==> config.mk <==
export PLATFORM = sky130hd
export DESIGN_NAME = cache_fill_fsm_flat
export DESIGN_NICKNAME = d
export VERILOG_FILES = /design/src/rtl/cache_fill_fsm_if.sv /design/src/rtl/cache_fill_fsm.sv /design/src/flat_wrapper.sv
export SDC_FILE = /design/constraint.sdc
export NUM_CORES = 1
export LEC_CHECK = 0
export CORE_MARGIN = 8
export CORE_UTILIZATION = 32
export CTS_CLUSTER_SIZE = 10
export DETAILED_ROUTE_END_ITERATION = 16
export MAX_ROUTING_LAYER = met4
export PLACE_DENSITY = 0.75
export RECOVER_POWER = 100
export SYNTH_ARGS = -nofsm -noshare
export SYNTH_HDL_FRONTEND = slang
export SYNTH_SLANG_ARGS = --single-unit
==> constraint.sdc <==
create_clock -name clk -period 1.45 [get_ports clk]
set_input_delay 0.2175 -clock clk [delete_from_list [all_inputs] [get_ports clk]]
set_output_delay 0.2175 -clock clk [all_outputs]
set_load 0.03 [all_outputs]
==> src/rtl/cache_fill_fsm_if.sv <==
// Handshake bundle between a cache's miss-handling controller and its
// surroundings: miss request from the lookup, arbitrated memory port,
// and the data/tag array write strobes.
interface cache_fill_fsm_if #(
  parameter int WORDS  = 8,
  parameter int ADDR_W = 16
);
  localparam int IDX_W = $clog2(WORDS);

  logic              miss_detected;
  logic [ADDR_W-1:0] miss_address;
  logic              mem_grant;
  logic [15:0]       memory_data;
  logic              memory_data_valid;
  logic              fsm_busy;
  logic              mem_read_en;
  logic [ADDR_W-1:0] mem_address;
  logic              write_data_array;
  logic [IDX_W-1:0]  data_word_sel;
  logic [15:0]       fill_data;
  logic              write_tag_array;

  // Fill controller side.
  modport master (
    input  miss_detected, miss_address, mem_grant, memory_data, memory_data_valid,
    output fsm_busy, mem_read_en, mem_address, write_data_array, data_word_sel,
           fill_data, write_tag_array
  );

  // Cache / arbiter / memory side.
  modport slave (
    output miss_detected, miss_address, mem_grant, memory_data, memory_data_valid,
    input  fsm_busy, mem_read_en, mem_address, write_data_array, data_word_sel,
           fill_data, write_tag_array
  );
endinterface

==> src/rtl/cache_fill_fsm.sv <==
// Cache miss fill controller: reads one block word-by-word through the
// arbitrated memory port, steers returned words into the data array and
// writes the tag once the last word lands.
//
// state   | meaning
// --------+-----------------------------------------------------------
// ST_IDLE | no fill; waiting for a miss from the cache lookup
// ST_FILL | issuing reads (while granted) and accepting returned words
module cache_fill_fsm #(
  parameter int WORDS  = 8,
  parameter int ADDR_W = 16
) (
  input logic              clk,
  input logic              rst_n,
  cache_fill_fsm_if.master bus
);
  localparam int IDX_W  = $clog2(WORDS);
  localparam int CNT_W  = IDX_W + 1;
  localparam int BASE_W = ADDR_W - IDX_W - 1;
  localparam logic [CNT_W-1:0] CNT_FULL = CNT_W'(WORDS);
  localparam logic [CNT_W-1:0] CNT_LAST = CNT_W'(WORDS - 1);

  typedef enum logic {ST_IDLE, ST_FILL} state_t;

  state_t            state_q, state_d;
  logic [BASE_W-1:0] base_q, base_d;
  logic [CNT_W-1:0]  issue_cnt_q, issue_cnt_d;
  logic [CNT_W-1:0]  recv_cnt_q, recv_cnt_d;

  logic in_fill;
  logic issue;
  logic accept;
  logic done;

  // Word offset bits of the miss address are implied by the block fill.
  logic unused_miss_offset;
  assign unused_miss_offset = ^bus.miss_address[IDX_W:0];

  // A valid only belongs to us while we have a read outstanding; anything
  // else is the other cache's return on the shared valid line.
  assign in_fill = (state_q == ST_FILL);
  assign issue   = in_fill & bus.mem_grant & (issue_cnt_q < CNT_FULL);
  assign accept  = in_fill & bus.memory_data_valid & (recv_cnt_q < issue_cnt_q);
  assign done    = accept & (recv_cnt_q == CNT_LAST);

  // Next-state and counter update.
  always_comb begin
    state_d     = state_q;
    base_d      = base_q;
    issue_cnt_d = issue_cnt_q;
    recv_cnt_d  = recv_cnt_q;
    case (state_q)
      ST_IDLE: begin
        if (bus.miss_detected) begin
          base_d      = bus.miss_address[ADDR_W-1:IDX_W+1];
          issue_cnt_d = '0;
          recv_cnt_d  = '0;
          state_d     = ST_FILL;
        end
      end
      ST_FILL: begin
        if (issue)  issue_cnt_d = issue_cnt_q + 1'b1;
        if (accept) recv_cnt_d  = recv_cnt_q + 1'b1;
        if (done)   state_d     = ST_IDLE;
      end
      default: state_d = ST_IDLE;
    endcase
  end

  // State, block address and counters.
  always_ff @(posedge clk or negedge rst_n) begin
    if (!rst_n) begin
      state_q     <= ST_IDLE;
      base_q      <= '0;
      issue_cnt_q <= '0;
      recv_cnt_q  <= '0;
    end else begin
      state_q     <= state_d;
      base_q      <= base_d;
      issue_cnt_q <= issue_cnt_d;
      recv_cnt_q  <= recv_cnt_d;
    end
  end

  // Outputs decoded from current state, counters and inputs; the address
  // parks on the block base whenever no read index is pending.
  always_comb begin
    bus.fsm_busy         = in_fill;
    bus.mem_read_en      = issue;
    bus.write_data_array = accept;
    bus.data_word_sel    = accept ? recv_cnt_q[IDX_W-1:0] : '0;
    bus.write_tag_array  = done;
    bus.fill_data        = bus.memory_data;
    if (in_fill && (issue_cnt_q < CNT_FULL))
      bus.mem_address = {base_q, issue_cnt_q[IDX_W-1:0], 1'b0};
    else
      bus.mem_address = {base_q, {(IDX_W+1){1'b0}}};
  end

endmodule
==> src/flat_wrapper.sv <==
// flat-port wrapper written by rule: the top's interface ports become plain ports
module cache_fill_fsm_flat 
#(
  parameter int WORDS  = 8,
  parameter int ADDR_W = 16
)
  (clk, rst_n, bus_miss_detected, bus_miss_address, bus_mem_grant, bus_memory_data, bus_memory_data_valid, bus_fsm_busy, bus_mem_read_en, bus_mem_address, bus_write_data_array, bus_data_word_sel, bus_fill_data, bus_write_tag_array);
  cache_fill_fsm_if #(.WORDS(WORDS), .ADDR_W(ADDR_W)) bus_i ();
  input logic clk;
  input logic rst_n;
  input wire logic [$bits(bus_i.miss_detected)-1:0] bus_miss_detected;
  input wire logic [$bits(bus_i.miss_address)-1:0] bus_miss_address;
  input wire logic [$bits(bus_i.mem_grant)-1:0] bus_mem_grant;
  input wire logic [$bits(bus_i.memory_data)-1:0] bus_memory_data;
  input wire logic [$bits(bus_i.memory_data_valid)-1:0] bus_memory_data_valid;
  output wire logic [$bits(bus_i.fsm_busy)-1:0] bus_fsm_busy;
  output wire logic [$bits(bus_i.mem_read_en)-1:0] bus_mem_read_en;
  output wire logic [$bits(bus_i.mem_address)-1:0] bus_mem_address;
  output wire logic [$bits(bus_i.write_data_array)-1:0] bus_write_data_array;
  output wire logic [$bits(bus_i.data_word_sel)-1:0] bus_data_word_sel;
  output wire logic [$bits(bus_i.fill_data)-1:0] bus_fill_data;
  output wire logic [$bits(bus_i.write_tag_array)-1:0] bus_write_tag_array;
  assign bus_i.miss_detected = bus_miss_detected;
  assign bus_i.miss_address = bus_miss_address;
  assign bus_i.mem_grant = bus_mem_grant;
  assign bus_i.memory_data = bus_memory_data;
  assign bus_i.memory_data_valid = bus_memory_data_valid;
  assign bus_fsm_busy = bus_i.fsm_busy;
  assign bus_mem_read_en = bus_i.mem_read_en;
  assign bus_mem_address = bus_i.mem_address;
  assign bus_write_data_array = bus_i.write_data_array;
  assign bus_data_word_sel = bus_i.data_word_sel;
  assign bus_fill_data = bus_i.fill_data;
  assign bus_write_tag_array = bus_i.write_tag_array;
  cache_fill_fsm #(.WORDS(WORDS), .ADDR_W(ADDR_W)) u_core (.clk(clk), .rst_n(rst_n), .bus(bus_i));
endmodule
==> metrics.cfg <==
[cells_and_area]
nNetsFinal=228
seqCellArea_um2=527
layout_common_cells=nand2_1, buf_4, dfrtp_1, clkdlybuf4s50_1, buf_6
final_common_cell=nand2_1
stdcell_area_um2=1840
insertedDiodeCount=0
fin_cells=233
drive_gt1_frac=0.351
fillers=336
areaGrowthSynthToFinish_pct=56.7
multi_input_area_um2=558

[die]
core_um2=3610
ios=76
num_rows=22
start_util=0.326
die-area_um2=5870
die_h_um=76.6
die_w_um=76.6

[critical_path]
startpoint_type=flop
cp.arrival_ns=1.75
worst_ep_required_time_ns=1.23
path_max_fanout=4
crit_path_end_kind=output port
crit_type=reg -> out

[sta]
fin_skew_ns=0.00493
period_needed_ns=1.97
period_share=1.36
fmax_mhz=508
setup_viol=13
rsz0062_at_grt=yes
tightest_slew_ns=0.531
relSlewSlack=0.646
hold_viol=0
setup_slack_ns=-0.518
drv_slew=0

[route]
vias_per_cell=4.32
ant_nets=0
routedWlPerCell_um=13.0
dr_total_vias=1007
drt_iter0_drc=17
drc_errors=0
routed_wl_mm=3.04
drt_pass1_iterations=4

[placed_design]
place_congestion=0.757
dp.cells=219
post-dp-hpwl_mm=2.21
post_dp_cell_area_um2=1640
io_buffers=38

[clock_network]
numCtsBuffers=3
clk_pin_slew_ns=0.08
cts.htree.levels=1
clk_latency_ns=0.26
cts_tree=yes
clockBufferDepth=2
numClockSinks=21
cts_root_buffer=clkbuf_8

[hold_path]
hp-class=in -> out

[global_route]
grt-ovfl-total=0
grt_use_total=0.106
grt_start_max_net_pins=22
grt_first_pass_wirelength_mm=5.02
antenna_found_initial=0
grt_pass1_vias=1058

[yosys]
syn_inst=132
yosys_warnings=0
syn_area_um2=1180
ys_seq_area_frac=0.447
ys_seq_elements=21
synth_nets=174
synth_cell_types=30
synth_area_per_cell_um2=8.91

[power]
power_density_nw_per_um2=2450
irDropWorstVdd_mv=0.669
power_mw=4.51
power.leakage_nw=0.922

[job]
drv_cap=0

[run_status]
outcome=complete, but fails checks
violations=negative setup slack

## sequential cells by signal (all words and copies together) (netlist names)
signal and flops:
u_core.base_q 12, u_core.issue_cnt_q 4, u_core.recv_cnt_q 4, u_core.bus.fsm_busy 1
## layer usage
metal	track usage	routed length, um
met2	0.164	1510
met4	0.0442	33
met3	0.0295	168
met5	-	0
met1	0.126	1330
## layout make-up
type / count / share of cell area
Tap cell: 48 / 0.0326
Sequential cell: 21 / 0.286
Timing Repair Buffer: 69 / 0.339
Multi-Input combinational cell: 84 / 0.303
Clock buffer: 3 / 0.0224
Clock inverter: 1 / 0.00272
Inverter: 7 / 0.0143
## through the flow
stage               setup slack (ns)  utilization  TNS [ns]  hold slack, ns
finish                        -0.518        0.511     -3.33           0.435
floorplan                     -0.326            -     -1.32         -0.0781
detailed placement            -0.270        0.455     -1.47           0.435
CTS                           -0.512        0.481     -3.08           0.295
global route                  -0.594        0.511     -4.19           0.435
global placement              -0.246        0.455     -1.56           0.435
## worst max-delay path, cell delays in order, from the launching register on
cell and delay, ns:
dfrtp_1 0.43, ha_4 0.25, o211ai_1 0.20, nor2_2 0.09
nor2_4 0.16, buf_6 0.12, and2_4 0.13, buf_6 0.12
## synthesized netlist by cell type
library cell / n / area share
a21oi_1: 1 / 0.0043
a41oi_1: 1 / 0.0074
and2_1: 6 / 0.032
and2b_1: 1 / 0.0064
and4_1: 1 / 0.0074
buf_2: 3 / 0.013
buf_4: 17 / 0.11
conb_1: 1 / 0.0032
dfrtp_1: 21 / 0.45
ha_1: 5 / 0.053
inv_1: 7 / 0.022
mux2i_1: 3 / 0.026
nand2_1: 41 / 0.13
nand2b_1: 1 / 0.0053
nand3_1: 5 / 0.021
nand3b_1: 1 / 0.0064
nand4_1: 1 / 0.0053
nand4b_2: 1 / 0.013
nor2_1: 2 / 0.0064
nor2_2: 1 / 0.0053
nor2_4: 1 / 0.0096
nor2b_1: 2 / 0.011
nor3_1: 1 / 0.0043
nor3b_2: 1 / 0.011
o211ai_1: 1 / 0.0064
o21ai_0: 2 / 0.0085
o311ai_1: 1 / 0.0074
o31ai_1: 1 / 0.0064
or3_1: 1 / 0.0053
xnor2_1: 1 / 0.0074
## where the power goes
part,switching (mW),internal [mW]
Sequential,0.169,0.861
Clock,0.201,0.192
Combinational,1.59,1.50
## kinds of logic after synthesis
group                    share of synthesized area
AND/OR/NAND/NOR                              0.280
buffers and inverters                        0.144
flip-flops                                   0.447
AO/OA/AOI/OAI                               0.0404
adder cells (fa/ha/maj)                     0.0532
multiplexers                                0.0255
other                                      0.00319
XOR/XNOR                                   0.00745
## final timing paths
check	start	to	slack, ns	depth (start not counted)
worst min register to register	u_core.base_q[3]	u_core.base_q[3]	0.47	2
worst max register to register	u_core.recv_cnt_q[1]	u_core.recv_cnt_q[3]	-0.27	7
max in group asynchronous	rst_n	u_core.bus.fsm_busy	0.61	2
worst min-delay path	bus_memory_data[2]	bus_fill_data[2]	0.44	0
worst max-delay path	u_core.recv_cnt_q[1]	bus_data_word_sel[2]	-0.52	7
min in group asynchronous	rst_n	u_core.base_q[2]	0.45	2
## repair_timing
item | in CTS | in global routing
endpoints found under the setup margin | 24 | 13
gates resized for setup | 25 | 17
buffers inserted | 3 | 7
gates cloned | 0 | 0
hold buffers | 0 | 0
pin swaps | 5 | 10
No activity file was read; power rests on OpenSTA's default activity.
